## src/rtl/hazard_fwd_unit.sv

```systemverilog
// -----------------------------------------------------------------------------
// hazard_fwd_unit
//
// Hazard detection and forwarding controller for the pipelined datapath.
// A scoreboard tracks in-flight register writers, one entry per pipeline slot
// after ID (slot 1 = EX, slot DEPTH = WB). From that scoreboard the unit
// produces:
//   * registered EX-stage forwarding selects for the ALU operand muxes,
//   * load-use stalls (PC / IF_ID hold plus an ID_EX bubble),
//   * redirect flushes for taken branches and jumps (IF_ID NOP, ID_EX bubble,
//     and a squash mask for the younger in-flight slots).
//
// Optional feature: define HAZARD_PERF_CNT_EN to build the saturating stall
// and flush performance counters. When it is undefined the counter ports
// remain and read 0.
//
// Parameters
//   AW             register address width
//   DEPTH          scoreboard slots after ID (2..8)
//   LOAD_STAGE     slot at whose end load data becomes forwardable (1..DEPTH-1)
//   REDIRECT_STAGE slot in which a taken branch/jump resolves (1..DEPTH-1)
//   CNT_W          performance counter width
//   FW             forwarding-select width, $clog2(DEPTH)
//
// Ports
//   clk            clock, all state updates on the rising edge
//   rst            asynchronous active-low reset
//   id_valid       ID holds a real instruction
//   id_rs, id_rt   ID source registers
//   id_rs_used,
//   id_rt_used     source is actually read
//   id_dst         ID destination register (after RegDst)
//   id_reg_write   ID instruction writes the register file
//   id_is_load     ID instruction is a load
//   redirect       instruction in slot REDIRECT_STAGE is a taken branch/jump
//   stall_out      hold PC and IF_ID this cycle
//   flush_if_id    IF_ID loads a NOP
//   bubble_id_ex   ID_EX loads a bubble
//   kill_mask      bit k-1 set: slot k must be squashed
//   ex_fwd_a_sel,
//   ex_fwd_b_sel   operand selects for the instruction now in EX
//                  (0 = register file, j = producer j stages ahead of EX)
//   slot_valid     scoreboard valid bits, bit k-1 = slot k
//   stall_cnt,
//   flush_cnt      performance counters
// -----------------------------------------------------------------------------
module hazard_fwd_unit #(
   parameter  int AW             = 5,
   parameter  int DEPTH          = 3,
   parameter  int LOAD_STAGE     = 2,
   parameter  int REDIRECT_STAGE = 2,
   parameter  int CNT_W          = 16,
   localparam int FW             = $clog2(DEPTH)
) (
   input  logic             clk,
   input  logic             rst,
   input  logic             id_valid,
   input  logic [AW-1:0]    id_rs,
   input  logic [AW-1:0]    id_rt,
   input  logic             id_rs_used,
   input  logic             id_rt_used,
   input  logic [AW-1:0]    id_dst,
   input  logic             id_reg_write,
   input  logic             id_is_load,
   input  logic             redirect,
   output logic             stall_out,
   output logic             flush_if_id,
   output logic             bubble_id_ex,
   output logic [DEPTH-1:0] kill_mask,
   output logic [FW-1:0]    ex_fwd_a_sel,
   output logic [FW-1:0]    ex_fwd_b_sel,
   output logic [DEPTH-1:0] slot_valid,
   output logic [CNT_W-1:0] stall_cnt,
   output logic [CNT_W-1:0] flush_cnt
);

   typedef struct packed {
      logic          valid;
      logic          reg_write;
      logic          is_load;
      logic [AW-1:0] dst;
   } slot_t;

   // Loads in slots below this index cannot forward yet.
   localparam logic [FW-1:0] LOAD_K = FW'(LOAD_STAGE);

   // Array index i holds slot i+1.
   slot_t slots      [DEPTH];
   slot_t slots_next [DEPTH];

   logic [FW-1:0] rs_k, rt_k;        // youngest matching slot, 0 = none
   logic          rs_load, rt_load;  // that youngest match is a load
   logic          issue;

   // A slot can supply a source operand only if it really writes a nonzero
   // register that the ID instruction really reads.
   function automatic logic slot_hit(input slot_t s, input logic [AW-1:0] r,
                                     input logic used);
      return used && s.valid && s.reg_write && (s.dst == r) && (r != '0);
   endfunction

   // Youngest-match search. Slot DEPTH is excluded: the register file is
   // write-through, so the WB writer is already visible to ID. Scanning from
   // old to young lets the lowest matching slot overwrite older ones.
   always_comb begin
      // NOTE: every always_comb output gets a default first so no path leaves
      // it unassigned, which would otherwise infer a latch.
      rs_k    = '0;
      rt_k    = '0;
      rs_load = 1'b0;
      rt_load = 1'b0;
      for (int k = DEPTH - 1; k >= 1; k--) begin
         if (slot_hit(slots[k-1], id_rs, id_rs_used)) begin
            rs_k    = FW'(k);
            rs_load = slots[k-1].is_load;
         end
         if (slot_hit(slots[k-1], id_rt, id_rt_used)) begin
            rt_k    = FW'(k);
            rt_load = slots[k-1].is_load;
         end
      end
   end

   // Redirect outranks stall, which outranks issue.
   assign stall_out    = !redirect && id_valid &&
                         ((rs_load && (rs_k < LOAD_K)) ||
                          (rt_load && (rt_k < LOAD_K)));
   assign flush_if_id  = redirect;
   assign bubble_id_ex = redirect || stall_out;
   assign issue        = id_valid && !stall_out && !redirect;

   // Slots younger than the redirecting one (1..REDIRECT_STAGE-1) are squashed.
   always_comb begin
      kill_mask = '0;
      for (int i = 0; i < DEPTH; i++) begin
         kill_mask[i] = redirect && (i < REDIRECT_STAGE - 1);
      end
   end

   // Next scoreboard contents: ID enters slot 1 only when it really issues;
   // a stall or redirect inserts an invalid entry instead. Squashed slots move
   // forward as invalid so the bubble travels with the pipeline.
   always_comb begin
      slots_next[0] = '0;
      if (issue) begin
         slots_next[0] = '{valid: 1'b1, reg_write: id_reg_write,
                           is_load: id_is_load, dst: id_dst};
      end
      for (int k = 1; k < DEPTH; k++) begin
         slots_next[k] = (redirect && (k < REDIRECT_STAGE)) ? '0 : slots[k-1];
      end
   end

   always_ff @(posedge clk or negedge rst) begin
      if (!rst) begin
         // NOTE: the scoreboard is reset, unlike a plain data array, because
         // stale valid bits would raise phantom hazards after reset.
         for (int k = 0; k < DEPTH; k++) begin
            slots[k] <= '0;
         end
         ex_fwd_a_sel <= '0;
         ex_fwd_b_sel <= '0;
      end else begin
         // NOTE: sequential state uses non-blocking assignments so every
         // slot samples its predecessor's pre-edge value.
         for (int k = 0; k < DEPTH; k++) begin
            slots[k] <= slots_next[k];
         end
         // A bubble entering EX must never forward.
         ex_fwd_a_sel <= issue ? rs_k : '0;
         ex_fwd_b_sel <= issue ? rt_k : '0;
      end
   end

   always_comb begin
      slot_valid = '0;
      for (int k = 0; k < DEPTH; k++) begin
         slot_valid[k] = slots[k].valid;
      end
   end

`ifdef HAZARD_PERF_CNT_EN
   // Saturating counters: they stick at all-ones instead of wrapping.
   always_ff @(posedge clk or negedge rst) begin
      if (!rst) begin
         stall_cnt <= '0;
         flush_cnt <= '0;
      end else begin
         if (stall_out && (stall_cnt != '1)) begin
            stall_cnt <= stall_cnt + CNT_W'(1);
         end
         if (redirect && (flush_cnt != '1)) begin
            flush_cnt <= flush_cnt + CNT_W'(1);
         end
      end
   end
`else
   assign stall_cnt = '0;
   assign flush_cnt = '0;
`endif

endmodule

```

## config.mk

```make
export PLATFORM = sky130hd
export DESIGN_NAME = hazard_fwd_unit
export DESIGN_NICKNAME = d
export VERILOG_FILES = /design/src/rtl/hazard_fwd_unit.sv
export SDC_FILE = /design/constraint.sdc
export NUM_CORES = 1
export LEC_CHECK = 0
export BUFFER_PORTS_ARGS = -buffer_cell sky130_fd_sc_hd__buf_2
export CORE_MARGIN = 8
export CORE_UTILIZATION = 44
export CTS_CLUSTER_DIAMETER = 100
export CTS_CLUSTER_SIZE = 10
export DETAILED_ROUTE_END_ITERATION = 10
export GPL_ROUTABILITY_DRIVEN = 0
export PLACE_DENSITY = 0.79
export SLEW_MARGIN = 10
export SYNTH_ARGS = -nofsm -noshare
export SYNTH_HDL_FRONTEND = slang
export SYNTH_SLANG_ARGS = --single-unit
```

## constraint.sdc

```tcl
create_clock -name clk -period 2.35 [get_ports clk]
set_clock_uncertainty 0.2 [all_clocks]
set_input_delay 0.235 -clock clk [delete_from_list [all_inputs] [get_ports clk]]
set_output_delay 0.235 -clock clk [all_outputs]
set_load 0.02 [all_outputs]
```

==> impl_results.md <==
- Post-detailed-route wirelength per cell: 13.0 um
- Post-synth top flop: dfrtp_1
- Hold path endpoint: slots[11]
- Layout Nets: 197
- Worst reg2reg path depth: 8
- RSZ-0062 raised after global routing: true
- Crit end category: output pin
- Layout area overhead: 15.5%
- PortBufs: 33
- Vias in the first global route: 1,014
- Initial DRT Pass Iterations: 4
- Reg2Reg Setup Slack: 0.45 ns
- CP Launch Type: flip-flop
- Area contributors post-synth: dfrtp_1 (40%), buf_4 (23%), xnor2_1 (13%)
- Detailed-route DRC error count: 0
- Clock Latency Late Sink: 0.29 ns
- Ports: 68
- F_max: 0.449 GHz
- Initial antenna violation count: 0
- Max FO, Critical Path: 3
- CP peak stage delay: 0.42 ns
- Clock share of power: approximately 23%
- Hold Vio Cnt, Final: 0
- Die ar.: 0.00483 mm^2
- Final WL: ~2600 um
- Max-slew violation count: 0
- Final worst path period share: 94.8%
- DP HPWL: between 2000 and 2500 um
- Total core area: 0.00273 mm^2
- Worst Hold Class: in2reg
- Sequential area share after synthesis: between 30% and 40%
- Inst Count DP: 189
- Post-Syn Area: 0.00126 mm^2
- Via count: between 800 and 900
- CTS Buf Count: 3
- Leading area contributor after synthesis: dfrtp_1
- CTS clk-pin slew, worst paths: 0.10 ns
- Buf+Inv Stages, Crit Path: 1
- Max-cap viol count: 0
- Largest net degree at the start of global routing: 21
- CP cell instances: xnor2_1, nand2_1, nor4_4, o21a_2, and2_4, buf_6
- Total GRT Usage: 11.4%
- Switching power: ~0.00021 W
- Setup_tns: 0 ns
- Reg power frac: 53.9%
- Min-Delay Path Depth: 2
- First-pass GRT wire length: 4670 um
- Cell internal pwr: roughly 0.00047 W
- FF-to-FF Start: slots[16]
- Data required, critical path: 1.91 ns
- Status: finished, final reports clean
- Post-synth ARST share: between 90% and 100%
- Ys Warns: 0
- Post-DP Area: roughly 0.0013 mm^2
- CTS sink cnt: 20
- Period minus WS final: 2.23 ns
- Share of layout cells above drive strength 1: between 20% and 30%
- Fin area: 0.00146 mm^2
- Top post-synthesis cells by count: buf_4 (39), dfrtp_1 (20), xnor2_1 (18), nand2_1 (9)
- Non-filler instance count after layout: ~200
- Syn_area_per_cell: 9.55 um^2
- Power density over the cells: 463 mW/mm^2
- End of the worst register-to-register path: slots[21]
- Initial core utilization: 46.1%
- ANT cells: 0
- Row count: 19
- Comb pwr share: 23.2%
- Post-synth EDFFs: 0
- # setup viols final: 0
- Yosys cell types: 25
- Maximum vdd ir drop: a little under 0.3 mV
- Crit path DAT: 1.79 ns
- Layout fillers: ~260
- Die width: 69.5 um
- Mapped Cells: ~130
- Seq cells post-synth: 20
- Gr ovfl total: 0
- P_leak: 0.739 nW
- Crit path max-delay family: simple AND/OR/NAND/NOR gates
- CTS tree: yes
- Critical-path top delay cell: dfrtp_1
- CTS root buf: clkbuf_4
- Drt initial violations: 25
- Final ANT Viol Nets: 0
- Clock Path Buffers: 2
- Kind of critical path: reg2out
- Post-synth top area share: a little under 40%
- Via-to-Cell Ratio: ~4.4
- Most common cell in the netlist: buf_4
- Critical hold path startpoint: redirect
- Die Y: 69.5 um
- H-tree lvl count: 1
- Switching share of power: 30.9%
## area by class of cell
| type | instances | area [um^2] | area share, % |
|---|---|---|---|
| clock buffers | 3 | 22.5 | 1.55 |
| multi-input cells | 103 | 598 | 41.1 |
| flip-flops and latches | 20 | 500 | 34.4 |
| well taps | 31 | 38.8 | 2.67 |
| repair buffers | 46 | 295 | 20.3 |
## per-stage QoR
step                      total power [W]  hold slack, ns  utilization, %  worst slack [ns]
after floorplan                  0.000511          -0.261               -             0.295
after global placement           0.000507        -0.00212            47.5             0.178
after detailed placement         0.000509         0.00463            47.5             0.176
after CTS                        0.000676          0.0319            52.0            0.0303
after global routing             0.000715          0.0377            53.2           -0.0235
final                            0.000674          0.0373            53.2             0.121
## repair_timing
item,4_1_cts,5_1_grt
setup endpoints to repair,2,2
endpoints found under the hold margin,27,0
hold buffers,8,0
pin swaps,5,2
resized for setup,5,3
setup buffers,0,3
## registers in the layout, indices dropped and copies added, names as in the netlist
| register | flops |
|---|---|
| slot_valid | 3 |
| ex_fwd_b_sel | 2 |
| slots | 13 |
| ex_fwd_a_sel | 2 |
## power groups by stage
stage                     logic, W  clock network, W  registers (W)
after CTS                 0.000153          0.000161       0.000363
after floorplan           0.000144                 0       0.000367
after global routing      0.000172          0.000179       0.000364
final                     0.000156          0.000155       0.000363
after global placement    0.000138                 0       0.000369
after detailed placement  0.000139                 0       0.000370
## metal layers
layer / global-route usage, % / share of wire [%] / up-vias
met5: 0 / 0 / -
met4: 5.01 / 0.38 / 0
met3: 5.15 / 11 / 2
met2: 16.5 / 42 / 51
met1: 14.2 / 46 / 398
li1: - / - / 435
## cell families after synthesis
kind of cell	Yosys count	synth area share, %
xor gates and xnor gates	20	13.9
buffers and inverters	42	24.1
other	1	0.298
and+or+nand+nor	43	18.7
DFF	20	39.7
AOI/OAI and AO/OA	6	3.28
## worst max-delay path by stage
stage	start	to	slack, ns	depth (start not counted)
after floorplan	slots[16]	stall_out	0.30	6
after global routing	slots[16]	stall_out	-0.02	6
after detailed placement	id_rt[0]	bubble_id_ex	0.18	7
after CTS	slots[17]	stall_out	0.03	6
final	slots[16]	stall_out	0.12	6
after global placement	id_rt[0]	stall_out	0.18	7
## placed cells by master (no fill, tap or decap)
cell | netlist | final
and2_4 | 0 | 1
buf_4 | 39 | 5
nor2_1 | 8 | 8
a211oi_1 | 1 | 1
xor2_1 | 2 | 2
xnor2_1 | 18 | 18
nor4_1 | 2 | 1
nor2b_1 | 8 | 8
nand2_1 | 9 | 9
clkbuf_4 | 0 | 3
nor3_1 | 1 | 1
nor3_2 | 1 | 1
or4_1 | 2 | 2
a21oi_1 | 1 | 1
nand2b_1 | 1 | 1
conb_1 | 1 | 34
o21ai_2 | 1 | 1
dfrtp_1 | 20 | 20
buf_6 | 0 | 2
buf_2 | 0 | 31
dlygate4sd3_1 | 0 | 8
nand4_1 | 4 | 4
o21a_2 | 0 | 1
o21ai_1 | 1 | 1
nor3b_1 | 2 | 2
or4_4 | 1 | 1
nor4_4 | 0 | 1
a21o_1 | 1 | 1
nand3_1 | 3 | 3
No activity file was read; power rests on OpenSTA's default activity.
